--- src/rtl/register_pkg.sv ---
// Shared register-file types: physical tag type, free-list sizing and the
// wrap-bit pointer type used by the physical register free list.
package register_pkg;

  localparam int unsigned NUM_PREGS       = 64;
  localparam int unsigned NUM_AREGS       = 32;
  localparam int unsigned FREE_LIST_DEPTH = NUM_PREGS - NUM_AREGS;
  localparam int unsigned PREG_W          = $clog2(NUM_PREGS);
  localparam int unsigned FL_IDX_W        = $clog2(FREE_LIST_DEPTH);
  localparam int unsigned FL_PTR_W        = FL_IDX_W + 1;

  typedef logic [PREG_W-1:0] physical_reg_t;

  typedef struct packed {
    logic                wrap;
    logic [FL_IDX_W-1:0] idx;
  } fl_ptr_t;

  function automatic fl_ptr_t fl_ptr_inc(input fl_ptr_t p);
    return fl_ptr_t'({p.wrap, p.idx} + FL_PTR_W'(1));
  endfunction

  // Occupancy between two pointers, modulo 2^FL_PTR_W.
  function automatic logic [FL_PTR_W-1:0] fl_count(input fl_ptr_t tail, input fl_ptr_t head);
    return FL_PTR_W'({tail.wrap, tail.idx} - {head.wrap, head.idx});
  endfunction

endpackage

--- src/rtl/phys_reg_free_list.sv ---
// Circular free list of physical register tags feeding rename; commit returns
// stale tags, flush restores the speculative head. Optional: FREE_LIST_BYPASS_EN.
module phys_reg_free_list
  import register_pkg::*;
#(
  parameter bit CHECK_NO_OVERFLOW = 1'b0
) (
  input  logic                clk,
  input  logic                rst_n,
  input  logic                alloc_req,
  output logic                alloc_valid,
  output physical_reg_t       alloc_preg,
  input  logic                commit_valid,
  input  logic                release_valid,
  input  physical_reg_t       release_preg,
  input  logic                flush,
  output logic [FL_PTR_W-1:0] free_count,
  output logic                err_overflow
);

  physical_reg_t entry_q [FREE_LIST_DEPTH];
  fl_ptr_t       head_q, tail_q, commit_head_q;
  fl_ptr_t       head_d, tail_d, commit_head_d;
  logic          err_d;
  logic          empty, full, rel_ok, bypass, do_alloc, wr_en, commit_ok, commit_bad;

  // Next-state and combinational outputs from registered pointers.
  always_comb begin
    empty      = (head_q == tail_q);
    full       = (head_q.idx == tail_q.idx) && (head_q.wrap != tail_q.wrap);
    rel_ok     = release_valid && (release_preg != '0);
`ifdef FREE_LIST_BYPASS_EN
    bypass     = empty && rel_ok && !flush;
`else
    bypass     = 1'b0;
`endif
    alloc_valid = !empty || bypass;
    alloc_preg  = bypass ? release_preg : entry_q[head_q.idx];
    free_count  = fl_count(tail_q, head_q);

    do_alloc   = alloc_req && alloc_valid && !flush;
    wr_en      = rel_ok && !full;
    commit_bad = commit_valid && (commit_head_q == head_q);
    commit_ok  = commit_valid && !commit_bad;

    tail_d        = wr_en     ? fl_ptr_inc(tail_q)        : tail_q;
    commit_head_d = commit_ok ? fl_ptr_inc(commit_head_q) : commit_head_q;
    if (flush) begin
      head_d = commit_head_d;
    end else if (do_alloc) begin
      head_d = fl_ptr_inc(head_q);
    end else begin
      head_d = head_q;
    end
    err_d = err_overflow || (rel_ok && full) || commit_bad;
  end

  // Pointer and sticky error registers; tail starts one lap ahead (list full).
  always_ff @(posedge clk or negedge rst_n) begin
    if (!rst_n) begin
      head_q        <= '0;
      tail_q        <= '{wrap: 1'b1, idx: '0};
      commit_head_q <= '0;
      err_overflow  <= 1'b0;
    end else begin
      head_q        <= head_d;
      tail_q        <= tail_d;
      commit_head_q <= commit_head_d;
      err_overflow  <= err_d;
    end
  end

  // Tag storage; at reset holds every unmapped physical register in order.
  always_ff @(posedge clk or negedge rst_n) begin
    if (!rst_n) begin
      for (int unsigned i = 0; i < FREE_LIST_DEPTH; i++) begin
        entry_q[i] <= physical_reg_t'(NUM_AREGS + i);
      end
    end else if (wr_en) begin
      entry_q[tail_q.idx] <= release_preg;
    end
  end

`ifndef SYNTHESIS
  function automatic logic slot_live(input int unsigned k, input fl_ptr_t h,
                                     input logic [FL_PTR_W-1:0] cnt);
    logic [FL_IDX_W-1:0] off;
    off = FL_IDX_W'(k) - h.idx;
    return ({1'b0, off} < cnt);
  endfunction

  logic dup_live;

  always_comb begin
    dup_live = 1'b0;
    for (int unsigned i = 0; i < FREE_LIST_DEPTH; i++) begin
      for (int unsigned j = i + 1; j < FREE_LIST_DEPTH; j++) begin
        if (slot_live(i, head_q, free_count) && slot_live(j, head_q, free_count) &&
            (entry_q[i] == entry_q[j])) begin
          dup_live = 1'b1;
        end
      end
    end
  end

  a_count_bound: assert property (@(posedge clk) disable iff (!rst_n)
    free_count <= FL_PTR_W'(FREE_LIST_DEPTH));

  a_no_dup_tag: assert property (@(posedge clk) disable iff (!rst_n) !dup_live);

  a_no_overflow: assert property (@(posedge clk) disable iff (!rst_n || !CHECK_NO_OVERFLOW)
    !err_overflow);
`endif

endmodule

--- config.mk ---
export PLATFORM = sky130hd
export DESIGN_NAME = phys_reg_free_list
export DESIGN_NICKNAME = d
export VERILOG_FILES = /design/src/rtl/register_pkg.sv /design/src/rtl/phys_reg_free_list.sv
export SDC_FILE = /design/constraint.sdc
export NUM_CORES = 1
export LEC_CHECK = 0
export ABC_AREA = 0
export BUFFER_PORTS_ARGS = -buffer_cell sky130_fd_sc_hd__buf_2
export CAP_MARGIN = 20
export CELL_PAD_IN_SITES_DETAIL_PLACEMENT = 1
export CELL_PAD_IN_SITES_GLOBAL_PLACEMENT = 1
export CORE_ASPECT_RATIO = 0.5
export CORE_MARGIN = 2
export CORE_UTILIZATION = 25
export DETAILED_ROUTE_END_ITERATION = 12
export GPL_TIMING_DRIVEN = 0
export PLACE_DENSITY = 0.49
export SETUP_SLACK_MARGIN = 0.5
export SLEW_MARGIN = 20
export SYNTH_ARGS = -nofsm -noshare
export SYNTH_HDL_FRONTEND = slang
export SYNTH_SLANG_ARGS = --single-unit
export TNS_END_PERCENT = 10
--- constraint.sdc ---
create_clock -name clk -period 4.1 [get_ports clk]
set_input_delay 0.205 -clock clk [delete_from_list [all_inputs] [get_ports clk]]
set_output_delay 0.205 -clock clk [all_outputs]
set_load 0.005 [all_outputs]
==> flow_summary.toml, run 1 <==
[clocking]
cts_root_buffer = "clkbuf_16"
clk_pin_slew_worst_paths_ns = 0.06
ctsHtreeMaxLevel = 1
cts_tree = "built"
number_of_buffers_created_by_cts = 23
worst_skew_pair.late_latency_ns = 0.53
cts_num_sinks = 211
max_buffers_root_to_sink = 3

[sta]
rsz0062_at_grt = "true"
finalClockSkew_ns = 0.0138
finalHoldViolCount = 0
timing.final.crit_share_pct = 84.8
worst_slack_ns = 0.622
achievable-frequency_ghz = 0.287
min_period_ns = 3.48
finalHoldWorstSlack_ns = 0.0275
worst_slew_pin_slew_ns = 1.02
setup_tns_ns = 0
slew_headroom_pct = 31.5
timing.final.setup_violations = 0
max_slew_violation_count = 0

[pwr]
fin_total_pwr_mw = 9.86
pwr-share-clk_pct = 22.2
vdd_ir_drop_max_uv = 337
cell_internal_pwr_mw = 6.50
combPwrFrac_pct = 39.8
power_switching_share_pct = 34.0
power-per-cell-area_nw_per_um2 = 818
seqPwrFrac_pct = 38.0
power.net_switching_mw = 3.36
total_leakage_power_nw = 5.00

[detailed_routing]
drt.antenna.violating_nets = 0
detail_route.wirelength_um = 28900
drt-initial-drc-count = 300
drt-wirelength-per-cell_um = 21.9
number_of_vias_per_cell_after_detailed_routing = 4.73
remaining_design_rule_violation_count = 0
detailroute.via_count = 6258
first_pass_iters = 4

[status]
status = "completed"

[placed_design]
detailed_place_hpwl_um = 20400
placement.io_buffers = 24
gpl.final_weighted_congestion = 0.761
place_ws_ns = 0.265
dpl_cell_area_um2 = 11200
numPlacedInstances = 1279

[min_path]
start_point_of_the_worst_hold_path = "release_valid"
hold_depth = 3
hold_path_end = "tail_q[0]$_DFFE_PN0P_"
holdCritPathClass = "in2reg"

[cells_and_area]
antenna-diode-count = 0
layout.nets = 791
final_design_area_no_fill_um2 = 12000
mostFrequentLayoutCell = "mux2_2"
flow.area_growth_from_synthesis_pct = 16.6
finalCoreUtilization_pct = 29.7
post_route_cells_drive_above_1_share_pct = 56.8
layoutNonFillerInstCount = 1324
filler_cell_count = 4341
final_cell_mix = "203 x mux2_2, 113 x dfstp_2, 98 x dfrtp_1, 42 x mux4_2, 36 x nand2_1"

[synthesis]
avgSynthCellArea_um2 = 14.5
synth_area_leaders = "dfstp_2 29%, dfrtp_1 24%, mux2_2 22%, mux4_2 9.2%, xnor2_1 1.4%"
count_of_mapped_cells_out_of_synthesis = 713
register_area_share_after_synthesis_pct = 52.5
yosys.area.top_type = "dfstp_2"
synthDistinctLibCells = 46
synth_fp_nets = 737
synthFlopType = "dfstp_2"
synth_enable_flop_cells = 0
yosys_register_bits = 211
yosysWarnings = 0
synth_top_area_share_pct = 28.7
synthArstFlopShare_pct = 100
post_synth_instance_area_um2 = 10300

[grt]
pin_count_of_the_biggest_net_entering_global_routing = 90
groute.usage.overall_pct = 13.8
grt_pass1_vias = 6982
met1_usage_pct = 19.4
grt.met3_usage_pct = 2.07
grt_pass1_wl_um = 44700
grt.met2_usage_pct = 22.7
grt_antenna_before_repair = 0
grt_overflow_total = 0
grt_busiest_layer = "met2"

[critical_path]
crit_path_max_fanout = 10
worst-r2r-setup-slack_ns = 0.65
critical_path_arrival_ns = 3.27
regToRegEndpoint = "entry_q[43]$_DFFE_PN0P_"
wp_data_required_ns = 3.89
worst-r2r-cell-count = 9
critPathCaptureType = "output port"
critical_path.reg2reg.startpoint = "head_q[2]$_DFFE_PN0P_"
critPathKind = "reg2out"
setup.worst_path.start_class = "flop"

[die]
initial_core_utilization_pct = 25.4
top_level_ports = 26
fp.dieH_um = 148
coreArea_um2 = 40600
dieArea_um2 = 43100
num_rows = 52
chipWidth_um = 292

[flow_run]
number_of_max_capacitance_violations_reported = 0
-- layer usage --
| metal | share of wire, % | wire length [um] |
|---|---|---|
| met5 | 0 | 0 |
| met4 | 1.7 | 505 |
| met3 | 2.7 | 767 |
| met2 | 47 | 13600 |
| met1 | 49 | 14100 |
-- power by group through the flow --
stage	Combinational (mW)	Sequential [mW]	Clock [mW]
after global routing	4.28	3.88	2.34
after CTS	4.00	3.75	2.26
after global placement	3.90	3.71	0
final	3.92	3.75	2.19
after detailed placement	3.97	3.78	0
after floorplan	2.72	3.60	0
-- critical path, stage by stage, from the launching register on --
cell      delay (ns)
dfrtp_1         0.46
clkbuf_2        0.37
inv_1           0.12
nor3_1          0.65
a221o_1         0.34
a31oi_1         0.09
a211oi_1        0.50
buf_2           0.20
-- state kept, by name, summed over array words and instances (netlist names) --
register       count
commit_head_q      6
entry_q          192
err_overflow       1
head_q             6
tail_q             6
-- cells by family (layout without fill, tap and decap cells) --
| group | count (synthesis) | count (layout) | synth area share (%) |
|---|---|---|---|
| DFF | 211 | 211 | 52.5 |
| AOI/OAI and AO/OA | 59 | 59 | 4.12 |
| xor gates and xnor gates | 22 | 22 | 1.86 |
| muxes | 252 | 252 | 32.0 |
| buffers and inverters | 53 | 124 | 2.12 |
| adders and majority gates | 12 | 12 | 1.53 |
| and+or+nand+nor | 104 | 104 | 5.86 |
-- layout make-up --
class                      instances  area (um2)  area share (%)
sequential                       211        5420            45.0
multi-input combinational        449        4710            39.1
clock buffer                      36         706            5.86
tap                              540         676            5.61
timing repair buffer              29         225            1.87
buffer                            40         175            1.45
clock inverter                     6        86.3           0.717
inverter                          13        48.8           0.405
-- cells in the mapped netlist, drive strengths merged, types with 2 or more instances --
master / instances
a211oi: 7
a21oi: 5
a221o: 7
a22oi: 6
a311oi: 3
a31oi: 6
and2: 5
and3: 6
and4: 4
buf: 8
clkbuf: 32
dfrtp: 98
dfstp: 113
ha: 11
inv: 13
mux2: 210
mux4: 42
nand2: 44
nand3: 8
nand4: 6
nor2: 10
nor2b: 2
nor3: 12
nor3b: 3
nor4: 2
o21ai: 5
o22ai: 12
o31ai: 2
xnor2: 16
xor2: 6
-- worst max-delay path by stage --
stage | start | to | slack, ns | cells after the start
final | head_q[1]$_DFFE_PN0P_ | alloc_preg[2] | 0.62 | 7
after global routing | head_q[1]$_DFFE_PN0P_ | alloc_preg[2] | 0.41 | 7
after CTS | head_q[3]$_DFFE_PN0P_ | entry_q[69]$_DFFE_PN0P_ | 0.28 | 10
after detailed placement | head_q[3]$_DFFE_PN0P_ | entry_q[6]$_DFFE_PN0P_ | 0.26 | 10
after global placement | rst_n | entry_q[138]$_DFFE_PN0P_ | -0.79 | 1
after floorplan | head_q[3]$_DFFE_PN0P_ | entry_q[147]$_DFFE_PN0P_ | 1.19 | 10
-- timing repair --
action                     4_1_cts  5_1_grt
pin swaps                        0        1
setup endpoints to repair      189      186
hold endpoints to repair        54        0
gates resized for setup          5        3
buffers inserted                 0        1
hold buffers                     2        0
(Power assumes the default switching activity.)
==> inputs of run 2 (changes only) <==
Settings changed: PLACE_DENSITY 0.49 to 0.5.
Clock period 4.1 ns to 3.2 ns, I/O delays scaled along.
==> run 2 against run 1 <==
  * Largest power group unchanged
  * Largest cell class unchanged
  * Core utilization rose by 1.4 points
  * Final cell count rose by 1.4%
  * First-iteration DRC count fell by 33%
==> flow_summary.toml, run 2 (synthesis gave the netlist of run 1 again) <==
[grt]
groute.usage.overall_pct = 13.7
pin_count_of_the_biggest_net_entering_global_routing = 79
grt_antenna_before_repair = 0
grt_overflow_total = 0
grt_pass1_wl_um = 44300
grt_pass1_vias = 7055

[die]
top_level_ports = 26
initial_core_utilization_pct = 25.4
coreArea_um2 = 40600
dieArea_um2 = 43100
fp.dieH_um = 148
num_rows = 52
chipWidth_um = 292

[critical_path]
critPathCaptureType = "output port"
crit_path_max_fanout = 10
worst_path_largest_cell_delay_ns = 0.53
critical_path.reg2reg.startpoint = "head_q[2]$_DFFE_PN0P_"
critPathLaunch = "head_q[0]$_DFFE_PN0P_"
crit_path_top_delay_cell = "mux4_2"
worst-r2r-cell-count = 10
critical_path.most_common_cell = "buf_8"
setup.worst_path.start_class = "flop"
critical_path.cell_chain = "buf_8, buf_8, mux4_2, a22oi_1, a211oi_1, buf_2"
critPathKind = "reg2out"
critical_path_arrival_ns = 2.50
wp_data_required_ns = 3.04

[cells_and_area]
antenna-diode-count = 0
largest_register = "entry_q"
final_design_area_no_fill_um2 = 12600
mostFrequentLayoutCell = "mux2_2"
finalCoreUtilization_pct = 31.1
layout.nets = 808
final_cell_mix = "201 x mux2_2, 113 x dfstp_2, 95 x dfrtp_1, 42 x mux4_2, 26 x clkbuf_1"
number_of_flip_flops_under_the_largest_register_name = 192
filler_cell_count = 4295
flow.area_growth_from_synthesis_pct = 22.0
post_route_cells_drive_above_1_share_pct = 66.0

[placed_design]
dpl_cell_area_um2 = 11200
placement.io_buffers = 24
detailed_place_hpwl_um = 20400
gpl.final_weighted_congestion = 0.744

[flow_run]
number_of_max_capacitance_violations_reported = 0

[detailed_routing]
number_of_vias_per_cell_after_detailed_routing = 4.69
detailroute.via_count = 6288
drt.antenna.violating_nets = 0
remaining_design_rule_violation_count = 0
detail_route.wirelength_um = 29100
drt-initial-drc-count = 201
drt-wirelength-per-cell_um = 21.7
first_pass_iters = 4

[sta]
finalHoldViolCount = 0
timing.final.crit_share_pct = 83.2
worst_slew_pin_slew_ns = 1.39
achievable-frequency_ghz = 0.376
finalClockSkew_ns = 0.0250
max_slew_violation_count = 0
timing.final.setup_violations = 0
min_period_ns = 2.66
slew_headroom_pct = 7.33
rsz0062_at_grt = "true"
setup_tns_ns = 0

[pwr]
power-per-cell-area_nw_per_um2 = 1060
fin_total_pwr_mw = 13.3
power.net_switching_mw = 4.60
power_switching_share_pct = 34.4
total_leakage_power_nw = 5.24
combPwrFrac_pct = 42.7
vdd_ir_drop_max_uv = 454
seqPwrFrac_pct = 36.1
cell_internal_pwr_mw = 8.75
pwr-share-clk_pct = 21.1

[clocking]
cts_num_sinks = 211
cts_root_buffer = "clkbuf_16"
max_buffers_root_to_sink = 3
ctsHtreeMaxLevel = 1
cts_tree = "built"
clk_pin_slew_worst_paths_ns = 0.06
number_of_buffers_created_by_cts = 24
worst_skew_pair.late_latency_ns = 0.54

[min_path]
holdCritPathClass = "in2reg"
start_point_of_the_worst_hold_path = "release_preg[1]"
hold_depth = 2

[status]
status = "completed"
==> run 2: stage by stage <==
step / hold WS [ns] / worst slack (ns) / std cells
2_1_floorplan: -0.136 / 0.505 / 713
3_3_place_gp: 0.467 / -1.68 / 1277
3_5_place_dp: 0.156 / -0.635 / 1279
4_1_cts: 0.0173 / 0.413 / 1334
5_1_grt: 0.0281 / 0.452 / 1342
6_report: 0.0261 / 0.537 / 1342
==> run 2: layer usage <==
metal / track usage [%] / vias up / wire length [um]
met4: 2.81 / 0 / 545
met5: 0 / - / 0
met2: 23.1 / 60 / 13800
met3: 2.06 / 35 / 756
li1: - / 2815 / -
met1: 18.7 / 3378 / 14000
==> run 2: worst max-delay path, delay by kind of cell (launching register included) <==
kind / cells / cell delay (ns)
mux: 1 / 0.53
flops: 1 / 0.44
buf+inv: 3 / 0.55
compound gates: 2 / 0.45
==> run 2: area by class of cell <==
class	instances	area, um2	share of cell area (%)
plain buffers	40	269	2.13
well taps	540	676	5.36
clock inverters	11	129	1.02
multi-input cells	449	4980	39.5
inverters	13	56.3	0.447
repair buffers	45	392	3.11
clock buffers	33	684	5.43
flip-flops and latches	211	5430	43.0
==> run 2: power by group through the flow <==
stage / Combinational (mW) / Sequential (mW) / Clock, mW
2_1_floorplan: 3.50 / 4.61 / 0
3_3_place_gp: 4.99 / 4.77 / 0
3_5_place_dp: 5.07 / 4.84 / 0
4_1_cts: 5.44 / 4.81 / 2.92
5_1_grt: 6.15 / 4.97 / 3.02
6_report: 5.70 / 4.82 / 2.82
==> run 2: final timing paths <==
| check | to | slack [ns] |
|---|---|---|
| worst max-delay path | alloc_preg[3] | 0.54 |
| worst min-delay path | entry_q[151]$_DFFE_PN1P_ | 0.03 |
| worst max register to register | entry_q[183]$_DFFE_PN0P_ | 0.59 |
| worst min register to register | err_overflow$_DFF_PN0_ | 0.48 |
| max in group asynchronous | entry_q[68]$_DFFE_PN1P_ | 2.21 |
| min in group asynchronous | entry_q[133]$_DFFE_PN0P_ | 0.19 |
==> run 2: repair_timing <==
item                                    4_1_cts  5_1_grt
pin swaps                                     5        3
endpoints found under the setup margin      205      202
endpoints found under the hold margin        64        0
hold buffers                                  4        0
resized for setup                            54       54
buffers inserted                              7        8
